--- src/rtl/boot_rom_reader.sv ---
// Boot ROM burst reader: turns word-aligned burst requests into single-cycle ROM
// reads and returns the beats through a 2-entry response FIFO.
module boot_rom_reader #(
  parameter int ADDR_WIDTH = 11,
  parameter int DATA_WIDTH = 32
) (
  input  logic                  clock,
  input  logic                  reset,
  input  logic                  req_valid,
  output logic                  req_ready,
  input  logic [ADDR_WIDTH+1:0] req_addr,
  input  logic [2:0]            req_len,
  output logic                  resp_valid,
  input  logic                  resp_ready,
  output logic [DATA_WIDTH-1:0] resp_data,
  output logic                  resp_last,
  output logic                  resp_error,
  output logic                  rom_me,
  output logic                  rom_oe,
  output logic [ADDR_WIDTH-1:0] rom_address,
  input  logic [DATA_WIDTH-1:0] rom_q
);

  typedef enum logic [1:0] {
    IDLE  = 2'd0,
    BURST = 2'd1,
    ERR   = 2'd2
  } state_t;

  state_t                r_state;
  state_t                w_next_state;
  logic [ADDR_WIDTH-1:0] r_addr;
  logic [3:0]            r_beats_left;
  logic                  r_inflight;
  logic                  r_inflight_last;

  logic [DATA_WIDTH-1:0] r_fifo_data [2];
  logic                  r_fifo_last [2];
  logic                  r_fifo_err  [2];
  logic                  r_wr_ptr;
  logic                  r_rd_ptr;
  logic [1:0]            r_count;

  logic                  w_empty;
  logic                  w_pop;
  logic                  w_push;
  logic                  w_err_push;
  logic                  w_accept;
  logic                  w_aligned;
  logic [2:0]            w_occupancy;
  logic                  w_has_room;
  logic [DATA_WIDTH-1:0] w_push_data;
  logic                  w_push_last;
  logic                  w_push_err;

  assign w_empty   = (r_count == 2'd0);
  assign w_pop     = !w_empty && resp_ready;
  assign w_accept  = req_valid && req_ready;
  assign w_aligned = (req_addr[1:0] == 2'b00);

  // A beat leaving this cycle frees its slot now, which is what lets a burst
  // stream one beat per cycle through only two entries.
  assign w_occupancy = {1'b0, r_count} + {2'b00, r_inflight} - {2'b00, w_pop};
  assign w_has_room  = (w_occupancy < 3'd2);

  // Gated by reset so the request side stays closed while reset is held.
  assign req_ready = (r_state == IDLE) && !reset;

  always_comb begin
    // NOTE: every combinational output gets a default first so no path
    // through the case can leave it unassigned and infer a latch.
    w_next_state = r_state;
    rom_me       = 1'b0;
    rom_address  = '0;
    w_err_push   = 1'b0;
    unique case (r_state)
      IDLE: begin
        if (w_accept) w_next_state = w_aligned ? BURST : ERR;
      end
      BURST: begin
        if (w_has_room) begin
          rom_me      = 1'b1;
          rom_address = r_addr;
          if (r_beats_left == 4'd1) w_next_state = IDLE;
        end
      end
      ERR: begin
        if (w_has_room) begin
          w_err_push   = 1'b1;
          w_next_state = IDLE;
        end
      end
      default: w_next_state = IDLE;
    endcase
  end

  // Only one source pushes per cycle: ERR is entered from IDLE, by which time
  // the last in-flight capture of a previous burst has already landed.
  assign w_push      = r_inflight || w_err_push;
  assign w_push_data = r_inflight ? rom_q : '0;
  assign w_push_last = r_inflight ? r_inflight_last : 1'b1;
  assign w_push_err  = !r_inflight;

  // NOTE: state updates use non-blocking assignments so every register
  // samples pre-edge values regardless of process ordering.
  always_ff @(posedge clock or posedge reset) begin
    if (reset) begin
      r_state         <= IDLE;
      r_addr          <= '0;
      r_beats_left    <= '0;
      r_inflight      <= 1'b0;
      r_inflight_last <= 1'b0;
    end else begin
      r_state         <= w_next_state;
      r_inflight      <= rom_me;
      r_inflight_last <= rom_me && (r_beats_left == 4'd1);
      if (w_accept && w_aligned) begin
        r_addr       <= req_addr[ADDR_WIDTH+1:2];
        r_beats_left <= {1'b0, req_len} + 4'd1;
      end else if (rom_me) begin
        r_addr       <= r_addr + 1'b1;
        r_beats_left <= r_beats_left - 4'd1;
      end
    end
  end

  always_ff @(posedge clock or posedge reset) begin
    if (reset) begin
      r_wr_ptr <= 1'b0;
      r_rd_ptr <= 1'b0;
      r_count  <= 2'd0;
    end else begin
      if (w_push) r_wr_ptr <= !r_wr_ptr;
      if (w_pop)  r_rd_ptr <= !r_rd_ptr;
      unique case ({w_push, w_pop})
        2'b10:   r_count <= r_count + 2'd1;
        2'b01:   r_count <= r_count - 2'd1;
        default: r_count <= r_count;
      endcase
    end
  end

  // NOTE: FIFO storage is not reset; the pointers and count are, and the
  // outputs below are forced to zero while the FIFO is empty.
  always_ff @(posedge clock) begin
    if (w_push) begin
      r_fifo_data[r_wr_ptr] <= w_push_data;
      r_fifo_last[r_wr_ptr] <= w_push_last;
      r_fifo_err[r_wr_ptr]  <= w_push_err;
    end
  end

  assign resp_valid = !w_empty;
  assign resp_data  = w_empty ? '0 : r_fifo_data[r_rd_ptr];
  assign resp_last  = !w_empty && r_fifo_last[r_rd_ptr];
  assign resp_error = !w_empty && r_fifo_err[r_rd_ptr];
  assign rom_oe     = r_inflight;

endmodule

--- config.mk ---
export PLATFORM = sky130hd
export DESIGN_NAME = boot_rom_reader
export DESIGN_NICKNAME = d
export VERILOG_FILES = /design/src/rtl/boot_rom_reader.sv
export SDC_FILE = /design/constraint.sdc
export NUM_CORES = 1
export LEC_CHECK = 0
export CORE_MARGIN = 2
export CORE_UTILIZATION = 30
export CTS_CLUSTER_DIAMETER = 100
export DETAILED_ROUTE_END_ITERATION = 7
export DONT_BUFFER_PORTS = 1
export SLEW_MARGIN = 20
export SYNTH_ARGS = -nofsm -noshare
export SYNTH_HDL_FRONTEND = slang
export SYNTH_SLANG_ARGS = --single-unit
--- constraint.sdc ---
create_clock -name clock -period 4.3 [get_ports clock]
set_input_delay 0.43 -clock clock [delete_from_list [all_inputs] [get_ports clock]]
set_output_delay 0.43 -clock clock [all_outputs]
set_load 0.05 [all_outputs]
Word-level counts from Yosys, hierarchy flattened

Memories as Yosys holds them, arrays and structs flattened.
Index checks and enable logic that the tools add are counted.

RAM bits: 68
Flip-flop bits (word level): 23
Memories kept: 3
Input bits: 52
Output and inout port bits: 49

Memories:

| memory      | words | bits a word | rd ports | clocked after Yosys merged registers in | wr ports | line | RTL |
|---|---|---|---|---|---|---|---|
| r_fifo_data | 2     | 32          | 1        | 0                                       | 1        | 37   | `logic [DATA_WIDTH-1:0] r_fifo_data [2];` |
| r_fifo_err  | 2     | 1           | 1        | 0                                       | 1        | 39   | `logic r_fifo_err [2];` |
| r_fifo_last | 2     | 1           | 1        | 0                                       | 1        | 38   | `logic r_fifo_last [2];` |

Reductions and logical operators: 19
Eq/ne operators: 9
Multiplexer cells: 21
Add/subtract/negate cells: 7
$lt $le $gt $ge: 1

Operator list:

| cell                                                | count |
|---|---|
| 2-to-1 mux 32 bit                                   | 2 |
| 2-to-1 mux 11 bit                                   | 4 |
| adder 11 x 1 -> 11 bit, second input constant       | 1 |
| 2-to-1 mux 2 bit                                    | 5 |
| 2-to-1 mux 4 bit                                    | 2 |
| != test 2 bit, second input constant                | 4 |
| logical AND 1 bit                                   | 7 |
| logical NOT 2 bit                                   | 3 |
| 2-to-1 mux 1 bit                                    | 6 |
| case mux 2 bit (3 select lines)                     | 1 |
| logical NOT 1 bit                                   | 5 |
| adder 3 x 1 -> 4 bit, second input constant         | 1 |
| equality test 2 x 1 -> 1 bit, second input constant | 2 |
| equality test 2 bit, second input constant          | 2 |
| equality test 4 x 1 -> 1 bit, second input constant | 1 |
| case mux 2 bit (2 select lines)                     | 1 |
| AND reduction 4 bit                                 | 1 |
| nonzero test 2 bit                                  | 2 |
| subtractor 4 x 1 -> 4 bit, second input constant    | 1 |
| adder 2 x 1 -> 3 bit                                | 1 |
| < comparator 3 x 2 -> 1 bit, second input constant  | 1 |
| subtractor 3 x 1 -> 3 bit                           | 1 |
| adder 2 x 1 -> 2 bit, second input constant         | 1 |
| subtractor 2 x 1 -> 2 bit, second input constant    | 1 |
| logical OR 1 bit                                    | 1 |

Depth between registers and ports, before layout

Depth in word-level cells: 10
Mapped depth: 14
Depth with buffers taken out: 13

Least setup slack after synthesis

OpenSTA, ideal clock, no wires.

Kind: register to register
Start point: register r_count[1]
End point: memory r_fifo_data[1][0] (enable)
Library setup time: 0.429 ns
Period minus slack after synthesis: 4.815 ns
Data required time: 3.871 ns
Setup slack: -0.515 ns
Arrival: 4.386 ns
Stages on the path, launching flop included: 12
Cells stage by stage: dfrtp_1 > nor2_1 > inv_1 > and2_1 > ha_1 > nand2b_1 > fa_1 > xnor2_1 > buf_4 > and2_4 > a31oi_4 > nor2b_1

Longest elaborated chain between the ends: 10

Ends and longest elaborated chain:

| element                                | line | RTL |
|---|---|---|
| start: declaration                     | 42   | `logic [1:0] r_count;` |
| start signal: assignment               | 136  | `2'b10: r_count <= r_count + 2'd1;` |
| start signal: assignment               | 137  | `2'b01: r_count <= r_count - 2'd1;` |
| start signal: assignment               | 138  | `default: r_count <= r_count;` |
| logical NOT 2 bit                      | 56   | `assign w_empty = (r_count == 2'd0);` |
| logical NOT 1 bit                      | --   |  |
| via resp_valid                         | 13   | `output logic resp_valid,` |
| logical AND 1 bit                      | 57   | `assign w_pop = !w_empty && resp_ready;` |
| via w_pop                              | 45   | `logic w_pop;` |
| subtractor 3 x 1 -> 3 bit              | 63   | `assign w_occupancy = {1'b0, r_count} + {2'b00, r_inflight} - {2'b00, w_pop};` |
| < comparator 3 x 2 -> 1 bit            | 64   | `assign w_has_room = (w_occupancy < 3'd2);` |
| 2-to-1 mux 1 bit                       | 88   | `if (w_has_room) begin` |
| 2-to-1 mux 1 bit                       | 76   | `unique case (r_state)` |
| logical OR 1 bit                       | 99   | `assign w_push = r_inflight \|\| w_err_push;` |
| 2-to-1 mux 1 bit                       | 146  | `if (w_push) begin` |
| 2-to-1 mux 1 bit (implied by the code) | 147  | `r_fifo_data[r_wr_ptr] <= w_push_data;` |
| end: declaration                       | 37   |  |

The timed path passes the listed nets, and every way through them passes these cells.

Worst setup path after layout

Start point: register r_count[1]
End point: output rom_address[5]

Longest elaborated chain between the ends: 7

Ends and longest elaborated chain:

| element                     | line | RTL |
|---|---|---|
| logical NOT 2 bit           | 56   |  |
| logical NOT 1 bit           | 57   |  |
| logical AND 1 bit           | 57   |  |
| via w_pop                   | 45   |  |
| subtractor 3 x 1 -> 3 bit   | 63   |  |
| < comparator 3 x 2 -> 1 bit | 64   |  |
| 2-to-1 mux 11 bit           | 81   | `if (w_has_room) begin` |
| 2-to-1 mux 11 bit           | 76   |  |
| end: declaration            | 20   | `output logic [ADDR_WIDTH-1:0] rom_address,` |

The timed path passes the listed nets, and every way through them passes these cells.

==> results.md <==
* Synth area leaders: edfxtp_1, dfrtp_1, mux2i_1, and2_1, nor2_1
* Placed Area at 0.00466 mm^2
* Initial Utilization at 0.305
* Largest net degree at the start of global routing at 37
* Rows at 43
* Register bit total from synthesis at 91
* Final Power at 4.00 mW
* DIE AREA at 0.0150 mm^2
* Final Hold Viols at 0
* Synth-to-layout area growth at 17.5%
* Io pins at 101
* Final period util at 0.843
* Starting DRT DRC Count at 160
* Arr. time, crit path at 3.20 ns
* Synthesis Warnings at 0
* Sink Count at 91
* Power Density at 807 mW/mm^2
* Vias/cell at 4.70
* CP Launch Point: r_count[1]
* All-Layer GR Usage at 0.119
* Gr ovfl total at 0
* PortBufs at 0
* Synth Cell Area at 0.00422 mm^2
* Critical Path Slowest Stage Cell: fa_1
* Synth async-reset ratio at 0.253
* Max-slew violations at 0
* Crit-path cells: nor2_4, inv_1, and2_1, ha_1, nand2b_1, fa_1, and3b_1, and3_1, buf_12
* Initial antenna violation count at 2
* Global-route wire length before repair at 13400 um
* Slew HR at 0.297
* Hold_buf cts at 0
* Top Family by Delay on Critical Path: simple AND/OR/NAND/NOR gates
* Slew of the pin with the lowest slew margin at 1.06 ns
* Post-route cell area at 0.00496 mm^2
* Post-synth EDFFs at 68
* PostCTS Resize Cnt at 0
* Synth unique cells at 44
* Total Wirelength at 8560 um
* Routed vias at 2514
* Setup_tns at 0 ns
* CTS Buf Count at 9
* CP Capture Type: primary output
* Longest Clk Path Bufs at 2
* Final core occ at 0.358
* FF-to-FF Start: r_count[1]
* Hpwl dp at 5810 um
* Sequential area share after synthesis at 0.621
* Die Wd at 123 um
* Syn Inst Count at 338
* WHS at 0.175 ns
* Leak at 1.90 nW
* Worst hold path class: in2async
* DRT Pass-1 Iters at 6
* Vert. Die Dim at 123 um
* Crit path time final at 3.63 ns
* Fmax at 0.276 GHz
* Max cap viols at 0
* NumNets Final at 408
* Slowest stage delay, CP at 0.56 ns
* Peak VDD IR at 350 uV
* CP Buf/Inv Count at 2
* Share of cells above drive strength 1 at 0.130
* Clock root buffer: clkbuf_16
* Worst-path clk slew at 0.07 ns
* Cell taking the most area after synthesis: edfxtp_1
* Drc violations at 0
* Clock Skew at 0.00622 ns
* Status: complete, no violations
* Top-area cell type share of the netlist area at 0.484
* Avg Cell Area, Syn at 12.5 um^2
* WL per Instance at 16.0 um
* Critical path class: reg2out
* Area of the core at 0.0138 mm^2
* Clock H-tree levels at 3
* Startpoint Class: flop
* Vias in the first global route at 2561
* Synth Net Count at 397
* Post-CTS Setup Inserts at 0
* Setup repair after global routing missed its margin: false
* Final count of negative-setup-slack endpoints at 0
* CTS tree: yes
* Top cells by count, synth: edfxtp_1, nor2_1, mux2i_1
* Main synth FF type: edfxtp_1
* Most frequent cell after synthesis: edfxtp_1
* Worst EP required at 3.87 ns
* Routability cong. at 0.818
* Antenna viol nets, final at 0
* Max FO, Critical Path at 17
* Worst-Skew Late Latency at 0.34 ns
kinds of logic after synthesis:
family | Yosys count | synth area share
simple gates | 138 | 0.172
compound gates | 23 | 0.0374
flops | 91 | 0.621
xor+xnor | 16 | 0.0332
mux | 36 | 0.0855
fa+ha+maj | 7 | 0.0226
buf+inv | 27 | 0.0282
layout make-up:
type / count / area, um^2
Clock buffer: 9 / 225
Clock inverter: 7 / 72.6
Fill cell: 1339 / 8870
Multi-Input combinational cell: 220 / 1510
Antenna cell: 1 / 2.50
Sequential cell: 91 / 2620
Inverter: 10 / 37.5
Tap cell: 180 / 225
Timing Repair Buffer: 17 / 265
power by group:
part	internal, mW	switching (mW)	leakage (nW)
registers	1.21	0.240	0.897
clock network	0.408	0.344	0.143
logic	0.445	1.35	0.859
total	2.07	1.93	1.90
registers in the layout (all words and copies together) (netlist names):
register	cells
r_fifo_data	64
r_addr	11
r_beats_left	4
r_count	2
r_fifo_err	2
r_fifo_last	2
r_state	2
r_inflight_last	1
r_rd_ptr	1
r_wr_ptr	1
rom_oe	1
per-layer routing:
layer,global-route usage,vias to the layer above,routed length [um]
met5,0,-,7
met4,0.0381,2,55
li1,-,1221,-
met3,0.0576,8,818
met1,0.135,1191,3590
met2,0.198,92,4090
placed cells by master (no fill, tap or decap), types with 2 or more instances in the layout:
cell / instances
clkbuf_16: 9
a21oi_1: 4
ha_1: 6
mux2i_1: 36
and2_1: 35
buf_4: 6
nand4_1: 6
or3_1: 2
o21ai_0: 5
nor2_4: 2
nor2_1: 42
a31oi_1: 3
inv_1: 9
dfrtp_1: 21
o21ai_1: 3
dfrtp_2: 2
nand3_1: 8
inv_8: 2
nand2_1: 15
and3_1: 11
buf_12: 11
nor3_1: 2
edfxtp_1: 68
clkinv_4: 2
xor2_1: 8
nor4_1: 2
nand2b_1: 3
xnor2_1: 8
worst reg2reg max path, cell delays in order, from the launching register on:
cell      delay, ns
dfrtp_1        0.49
nor2_4         0.13
inv_1          0.07
and2_1         0.20
ha_1           0.27
nand2b_1       0.15
fa_1           0.41
xnor2_1        0.17
buf_4          0.24
and2_4         0.19
a31oi_4        0.14
nor2b_4        0.31
buf_4          0.39
stage by stage:
step	setup slack, ns	std cells
6_report	0.673	535
5_1_grt	0.482	535
4_1_cts	0.660	534
2_1_floorplan	0.122	338
3_5_place_dp	0.742	518
3_3_place_gp	0.864	518
worst paths after layout:
| path | to | slack [ns] | cells past startpoint |
|---|---|---|---|
| max in group asynchronous | r_rd_ptr | 3.49 | 1 |
| min in group clock | r_beats_left[0] | 0.18 | 1 |
| worst min register to register | r_fifo_last[0] | 0.54 | 1 |
| worst min-delay path | r_addr[7] | 0.18 | 1 |
| worst max-delay path | rom_address[5] | 0.67 | 9 |
| worst max register to register | r_fifo_data[1][12] | 0.79 | 12 |
No activity file was read; power rests on OpenSTA's default activity.
